## src/rtl/gnr_pkg.sv

```systemverilog
`default_nettype none
// ============================================================================
//  Module      : gnr_pkg
//  Description : Shared constants, state encoding and filler-slot definition
//                for the GRN result reader.
//                  GNR_LINE_W - FIFO line width (two record slots per line)
//                  GNR_SLOT_W - width of one record slot (record + zero pad)
//                  GNR_REC_W  - record payload width, low bits of a slot
//                  GNR_CNT_W  - width of line and record counters
//  Revision    : 1.0 - initial release
// ============================================================================
package gnr_pkg;

    localparam int GNR_LINE_W = 512;
    localparam int GNR_SLOT_W = 256;
    localparam int GNR_REC_W  = 246;
    localparam int GNR_CNT_W  = 32;

    typedef enum logic [1:0] {
        ST_IDLE = 2'd0,
        ST_RUN  = 2'd1,
        ST_DONE = 2'd2
    } state_e;

    // A slot carries no record when every bit, pad included, is zero.
    function automatic logic gnr_is_filler(input logic [GNR_SLOT_W-1:0] slot);
        return (slot == '0);
    endfunction

endpackage
`default_nettype wire

```

## src/rtl/gnr_slot_unpacker.sv

```systemverilog
`default_nettype none
// ============================================================================
//  Module      : gnr_slot_unpacker
//  Description : Holds one FIFO line, walks its two slots in order (low slot
//                first), skips filler slots in a single cycle and drives a
//                registered valid/ready record stream.
//  Ports       : i_load/i_line    - capture a new line into the buffer
//                i_last_line      - buffered line is the final line of the run
//                o_buf_empty      - line buffer holds no unexamined slot
//                o_rec_valid/i_rec_ready/o_rec_data/o_rec_last - record stream
//  Revision    : 1.0 - initial release
// ============================================================================
module gnr_slot_unpacker
    import gnr_pkg::*;
#(
    parameter int LINE_WIDTH = GNR_LINE_W,
    parameter int SLOT_WIDTH = GNR_SLOT_W,
    parameter int REC_WIDTH  = GNR_REC_W
) (
    input  logic                  clk,
    input  logic                  rst,
    input  logic                  i_load,
    input  logic [LINE_WIDTH-1:0] i_line,
    input  logic                  i_last_line,
    output logic                  o_buf_empty,
    output logic                  o_rec_valid,
    input  logic                  i_rec_ready,
    output logic [REC_WIDTH-1:0]  o_rec_data,
    output logic                  o_rec_last
);

    logic [LINE_WIDTH-1:0] line_q, line_d;
    logic                  full_q, full_d;
    logic                  idx_q, idx_d;
    logic                  valid_q, valid_d;
    logic [REC_WIDTH-1:0]  data_q, data_d;
    logic                  last_q, last_d;

    logic [SLOT_WIDTH-1:0] w_slot;
    logic [SLOT_WIDTH-1:0] w_slot_hi;
    logic                  w_filler;
    logic                  w_out_free;

    assign w_slot_hi  = line_q[2*SLOT_WIDTH-1:SLOT_WIDTH];
    assign w_slot     = idx_q ? w_slot_hi : line_q[SLOT_WIDTH-1:0];
    assign w_filler   = gnr_is_filler(w_slot);
    // The output register can take a new record if it is empty or its
    // current record transfers this cycle.
    assign w_out_free = !valid_q || i_rec_ready;

    always_comb begin
        line_d = line_q;
        full_d = full_q;
        idx_d  = idx_q;
        valid_d = valid_q;
        data_d  = data_q;
        last_d  = last_q;

        if (valid_q && i_rec_ready) begin
            valid_d = 1'b0;
            last_d  = 1'b0;
        end

        if (i_load) begin
            line_d = i_line;
            full_d = 1'b1;
            idx_d  = 1'b0;
        end else if (full_q && (w_filler || w_out_free)) begin
            if (!w_filler) begin
                valid_d = 1'b1;
                data_d  = w_slot[REC_WIDTH-1:0];
                // From the low slot, the record is final only if the high
                // slot behind it is filler.
                last_d  = i_last_line && (idx_q || gnr_is_filler(w_slot_hi));
            end
            if (idx_q) begin
                full_d = 1'b0;
            end else begin
                idx_d = 1'b1;
            end
        end
    end

    always_ff @(posedge clk) begin
        if (rst) begin
            line_q  <= '0;
            full_q  <= 1'b0;
            idx_q   <= 1'b0;
            valid_q <= 1'b0;
            data_q  <= '0;
            last_q  <= 1'b0;
        end else begin
            line_q  <= line_d;
            full_q  <= full_d;
            idx_q   <= idx_d;
            valid_q <= valid_d;
            data_q  <= data_d;
            last_q  <= last_d;
        end
    end

    assign o_buf_empty = !full_q;
    assign o_rec_valid = valid_q;
    assign o_rec_data  = data_q;
    assign o_rec_last  = last_q;

endmodule
`default_nettype wire

```

## src/rtl/gnr_result_reader.sv

```systemverilog
`default_nettype none
// ============================================================================
//  Module      : gnr_result_reader
//  Description : Pops 512-bit result lines from the GRN output FIFO, splits
//                them into 256-bit slots, drops filler slots and streams the
//                246-bit records downstream. Raises done once the programmed
//                number of lines has been consumed and fully drained.
//  Ports       : start/num_lines  - launch a run of num_lines lines
//                fifo_*           - FIFO read side (data one cycle after pop)
//                rec_*            - record valid/ready stream, rec_count total
//                done             - run complete, held until rst
//  Revision    : 1.0 - initial release
// ============================================================================
module gnr_result_reader
    import gnr_pkg::*;
#(
    parameter int LINE_WIDTH = GNR_LINE_W,
    parameter int SLOT_WIDTH = GNR_SLOT_W,
    parameter int REC_WIDTH  = GNR_REC_W,
    parameter int CNT_WIDTH  = GNR_CNT_W
) (
    input  logic                  clk,
    input  logic                  rst,
    input  logic                  start,
    input  logic [CNT_WIDTH-1:0]  num_lines,
    input  logic                  fifo_empty,
    input  logic [LINE_WIDTH-1:0] fifo_rd_data,
    output logic                  fifo_rd_en,
    output logic                  rec_valid,
    input  logic                  rec_ready,
    output logic [REC_WIDTH-1:0]  rec_data,
    output logic                  rec_last,
    output logic [CNT_WIDTH-1:0]  rec_count,
    output logic                  done
);

    localparam logic [CNT_WIDTH-1:0] c_cnt_one = 1;

    state_e                state_q, state_d;
    logic [CNT_WIDTH-1:0]  num_lines_q, num_lines_d;
    logic [CNT_WIDTH-1:0]  lines_req_q, lines_req_d;
    logic [CNT_WIDTH-1:0]  lines_got_q, lines_got_d;
    logic [CNT_WIDTH-1:0]  rec_count_q, rec_count_d;
    logic                  pend_q, pend_d;
    logic                  rd_en_q, rd_en_d;
    logic                  cap_q, cap_d;

    logic                  w_buf_empty;
    logic                  w_last_line;
    logic                  w_fetch_ok;

    // Every line has arrived and nothing is in flight from the FIFO.
    assign w_last_line = (lines_got_q == num_lines_q) && !pend_q;

    // Pending covers both the pop cycle and the capture cycle, so at most
    // one line is ever in flight and the buffer is never overwritten.
    assign w_fetch_ok  = (state_q == ST_RUN) && !fifo_empty &&
                         (lines_req_q < num_lines_q) && w_buf_empty && !pend_q;

    always_comb begin
        state_d     = state_q;
        num_lines_d = num_lines_q;
        lines_req_d = lines_req_q;
        lines_got_d = lines_got_q;
        rec_count_d = rec_count_q;
        pend_d      = pend_q;
        rd_en_d     = 1'b0;
        cap_d       = rd_en_q;

        case (state_q)
            ST_IDLE: begin
                if (start) begin
                    num_lines_d = num_lines;
                    lines_req_d = '0;
                    lines_got_d = '0;
                    rec_count_d = '0;
                    state_d     = (num_lines == '0) ? ST_DONE : ST_RUN;
                end
            end
            ST_RUN: begin
                if (w_fetch_ok) begin
                    rd_en_d     = 1'b1;
                    pend_d      = 1'b1;
                    lines_req_d = lines_req_q + c_cnt_one;
                end
                if (cap_q) begin
                    pend_d      = 1'b0;
                    lines_got_d = lines_got_q + c_cnt_one;
                end
                if (rec_valid && rec_ready) begin
                    rec_count_d = rec_count_q + c_cnt_one;
                end
                // Finish only once the last record has left the output register.
                if (w_last_line && w_buf_empty && !rec_valid) begin
                    state_d = ST_DONE;
                end
            end
            ST_DONE: begin
                state_d = ST_DONE;
            end
            default: begin
                state_d = ST_IDLE;
            end
        endcase
    end

    always_ff @(posedge clk) begin
        if (rst) begin
            state_q     <= ST_IDLE;
            num_lines_q <= '0;
            lines_req_q <= '0;
            lines_got_q <= '0;
            rec_count_q <= '0;
            pend_q      <= 1'b0;
            rd_en_q     <= 1'b0;
            cap_q       <= 1'b0;
        end else begin
            state_q     <= state_d;
            num_lines_q <= num_lines_d;
            lines_req_q <= lines_req_d;
            lines_got_q <= lines_got_d;
            rec_count_q <= rec_count_d;
            pend_q      <= pend_d;
            rd_en_q     <= rd_en_d;
            cap_q       <= cap_d;
        end
    end

    gnr_slot_unpacker #(
        .LINE_WIDTH (LINE_WIDTH),
        .SLOT_WIDTH (SLOT_WIDTH),
        .REC_WIDTH  (REC_WIDTH)
    ) u_unpacker (
        .clk         (clk),
        .rst         (rst),
        .i_load      (cap_q),
        .i_line      (fifo_rd_data),
        .i_last_line (w_last_line),
        .o_buf_empty (w_buf_empty),
        .o_rec_valid (rec_valid),
        .i_rec_ready (rec_ready),
        .o_rec_data  (rec_data),
        .o_rec_last  (rec_last)
    );

    assign fifo_rd_en = rd_en_q;
    assign rec_count  = rec_count_q;
    assign done       = (state_q == ST_DONE);

endmodule
`default_nettype wire

```

## config.mk

```make
export PLATFORM = sky130hd
export DESIGN_NAME = gnr_result_reader
export DESIGN_NICKNAME = d
export VERILOG_FILES = /design/src/rtl/gnr_pkg.sv /design/src/rtl/gnr_slot_unpacker.sv /design/src/rtl/gnr_result_reader.sv
export SDC_FILE = /design/constraint.sdc
export NUM_CORES = 2
export LEC_CHECK = 0
export BUFFER_PORTS_ARGS = -buffer_cell sky130_fd_sc_hd__buf_4
export CAP_MARGIN = 20
export CORE_AREA = 5 5 358 360
export CTS_BUF_LIST = sky130_fd_sc_hd__clkbuf_16
export DETAILED_ROUTE_END_ITERATION = 8
export DIE_AREA = 0 0 363 365
export PLACE_DENSITY = 0.61
export SETUP_SLACK_MARGIN = 0.2
export SLEW_MARGIN = 20
export SYNTH_ARGS = -nofsm -noshare
export SYNTH_HDL_FRONTEND = slang
export SYNTH_SLANG_ARGS = --single-unit
```

## constraint.sdc

```tcl
create_clock -name clk -period 3.2 [get_ports clk]
set_input_delay 0.48 -clock clk [delete_from_list [all_inputs] [get_ports clk]]
set_output_delay 0.48 -clock clk [all_outputs]
set_load 0.01 [all_outputs]
```

==> impl_metrics.yaml <==
drt:
  post-route-drc-count: 0
  ant_nets: 0
  drt_wl_total_microns: 170200
  firstDrtPassIters: 6
  num_vias: 34638
  drt-initial-drc-count: 2679
  via_per_inst: 4.995
  wl_per_cell_microns: 24.55
finish:
  final_net_count: 5756
  area_growth_pct: 46.33
  drive_gt1_frac: 0.3037
  instances_no_fill: 6934
logic_synthesis:
  synthFlopType: "dfxtp_1"
  synth_most_common_cell: "dfxtp_1"
  ys_seq_area_frac: 0.4690
  syn_area_per_cell_sq_um: 9.948
  synthTopCellsByArea: "dfxtp_1 47%, mux2i_1 20%, nor2_1 8.4%"
  postSynthCellCount: 3840
  synth_area_leader_cell: "dfxtp_1"
  synth_warnings: 0
  synth_seq_cells: 895
  synth_fp_nets: 4427
  yosysTopAreaCellShare: 0.4690
  synth.distinct_cells: 62
  synth_area_sq_um: 38200
  synth_enable_flop_cells: 0
  synth_common_cells: "895 x dfxtp_1, 856 x nor2_1, 761 x mux2i_1"
  async_reset_ff_frac: 0
setup_path:
  reg2reg_from: "u_unpacker.line_q[267]"
  r2r_slack_ps: -150
  crit_type: "flop to flop"
  reg2reg_to: "u_unpacker.o_rec_data[76]"
  crit_buf_inv: 3
  r2r_cells: 11
  crit_path_start: "u_unpacker.line_q[267]"
  cpPeakStageDelay_ps: 480
  cp-endpoint: "u_unpacker.o_rec_data[76]"
  crit_family: "simple AND/OR/NAND/NOR gates"
  cp.depth: 11
  arrival_ps: 3900
  start_kind: "flop"
  required_ps: 3740
  end_kind: "flop"
  crit_fanout: 33
  path_cells: "nor4_2 > buf_4 > nand4_1 > or2_2 > a222oi_1 > nand4_1 > o21a_4 > buf_12 > buf_12 > nor2_1 > a211oi_2"
  crit_slowest_cell: "or2_2"
status:
  violations: "setup timing"
  status: "finished with violations"
die:
  ios: 831
  rows: 130
  die_w_microns: 363
  start_util: 0.3062
  die_h_microns: 365
  dieArea_sq_um: 132500
  core-area_sq_um: 124800
timing:
  skew_ps: 46.69
  setup_viol: 240
  grt_setup_unrepaired: "true"
  finalMaxSlewViolations: 0
  clock.fmax_mhz: 298.2
  postLayoutSetupSlackWorst_ps: -153.0
  finalSetupTns_ps: -22590
  hold_violations: 0
  final.min_clock_period_ps: 3353
  period_share: 1.048
  slew_headroom: 0.2743
  tightest_slew_ps: 1089
global_route:
  antenna_found_initial: 45
  grt_pass1_wl_microns: 237100
  grt_pass1_vias: 33657
  overflow: 0
  grt_max_degree: 156
  grt.total_usage: 0.2420
clocking:
  clk_latency_ps: 710
  root_buffer: "clkbuf_16"
  clk_pin_slew_ps: 60
  cts.path.max_buffers: 3
  cts-htree-levels: 3
  clock-sinks: 895
  cts_buffers: 102
  cts_tree: "yes"
placement:
  dp_hpwl_microns: 130400
  placed_cells: 6244
  gp_congestion: 0.9241
  io_buffer_count: 830
power:
  leakage_nw: 20.39
  power_density_nw_per_um2: 460.7
  vdd_drop_max_mv: 0.3379
hold_path:
  hold_path.class: "input port to flop"
run:
  cap_violations: 0
## how the worst min path moves through the flow
stage | cells after the start | start | endpoint
2_1_floorplan | 1 | pend_q | fifo_rd_en
4_1_cts | 3 | fifo_rd_data[231] | u_unpacker.line_q[231]
6_report | 3 | fifo_rd_data[377] | u_unpacker.line_q[377]
3_5_place_dp | 1 | fifo_rd_en | cap_q
3_3_place_gp | 1 | fifo_rd_en | cap_q
5_1_grt | 3 | fifo_rd_data[484] | u_unpacker.line_q[484]
## through the flow
step	area (sq um)	power, W	hold slack (ps)	utilization	worst slack, ps
after floorplan	38200	0.01233	447.4	-	574.0
after global placement	47050	0.01341	459.3	0.3772	-558.3
after detailed placement	47060	0.01342	464.9	0.3772	-569.7
after CTS	55370	0.02598	0.3603	0.4438	-116.4
final	55900	0.02575	49.26	0.4480	-153.0
after global routing	55860	0.02661	22.39	0.4478	-162.1
## flip-flops by register name, summed over array words and instances, names as in the netlist
register                count
lines_got_q                32
pend_q                      1
u_unpacker.idx_q            1
u_unpacker.line_q         512
rec_count                  32
u_unpacker.o_rec_valid      1
lines_req_q                32
cap_q                       1
u_unpacker.full_q           1
u_unpacker.o_rec_data     246
num_lines_q                32
u_unpacker.o_rec_last       1
fifo_rd_en                  1
state_q                     2
## placed cells by master (no fill, tap or decap), types with 38 or more instances in the layout
cell type      instances
nand3_1               54
clkbuf_16            109
xnor2_1               52
inv_1                 67
buf_4                975
nor4_1               111
nand4_1               46
a21oi_1               65
dlygate4sd3_1        462
dfxtp_1              890
a211oi_2             240
nor2_2               146
nand2_1              121
nor2_1               706
ha_1                  38
mux2i_1              761
## logic make-up after synthesis
| logic type | share of synthesized area |
|---|---|
| AND/OR/NAND/NOR | 0.1549 |
| flip-flops | 0.4690 |
| multiplexers | 0.1997 |
| AO/OA/AOI/OAI | 0.1082 |
| buffers and inverters | 0.03721 |
| XOR/XNOR | 0.01857 |
| adder cells (fa/ha/maj) | 0.01245 |
## power breakdown
group          internal [W]  switching [W]
logic               0.00123        0.00115
registers            0.0112       0.000122
clock network       0.00691        0.00511
## worst min-delay path, delay by kind of cell
kind,cells,cell delay (ps)
buffers and inverters,1,100
muxes,1,60
and+or+nand+nor,1,80
## area by class of cell
cell class	count	area [sq um]
sequential	895	17930
timing repair buffer	1481	12810
multi-input combinational	2637	19420
antenna	28	70.07
fill	11688	68860
inverter	52	195.2
clock buffer	104	2603
clock inverter	87	802.0
tap	1650	2064
## layer usage
| layer | track usage | up-vias | wire length [microns] |
|---|---|---|---|
| li1 | - | 16270 | - |
| met1 | 0.3177 | 16795 | 73230 |
| met2 | 0.3941 | 1243 | 78690 |
| met3 | 0.04895 | 314 | 11050 |
| met4 | 0.09118 | 16 | 7173 |
| met5 | 0 | - | 93 |
## timing repair
item	4_1_cts	5_1_grt
setup endpoints to repair	251	272
buffers inserted	1	0
gates cloned	1	7
hold buffers	462	0
gates resized for setup	83	101
endpoints found under the hold margin	462	0
pin swaps	8	3
(Power assumes the default switching activity.)
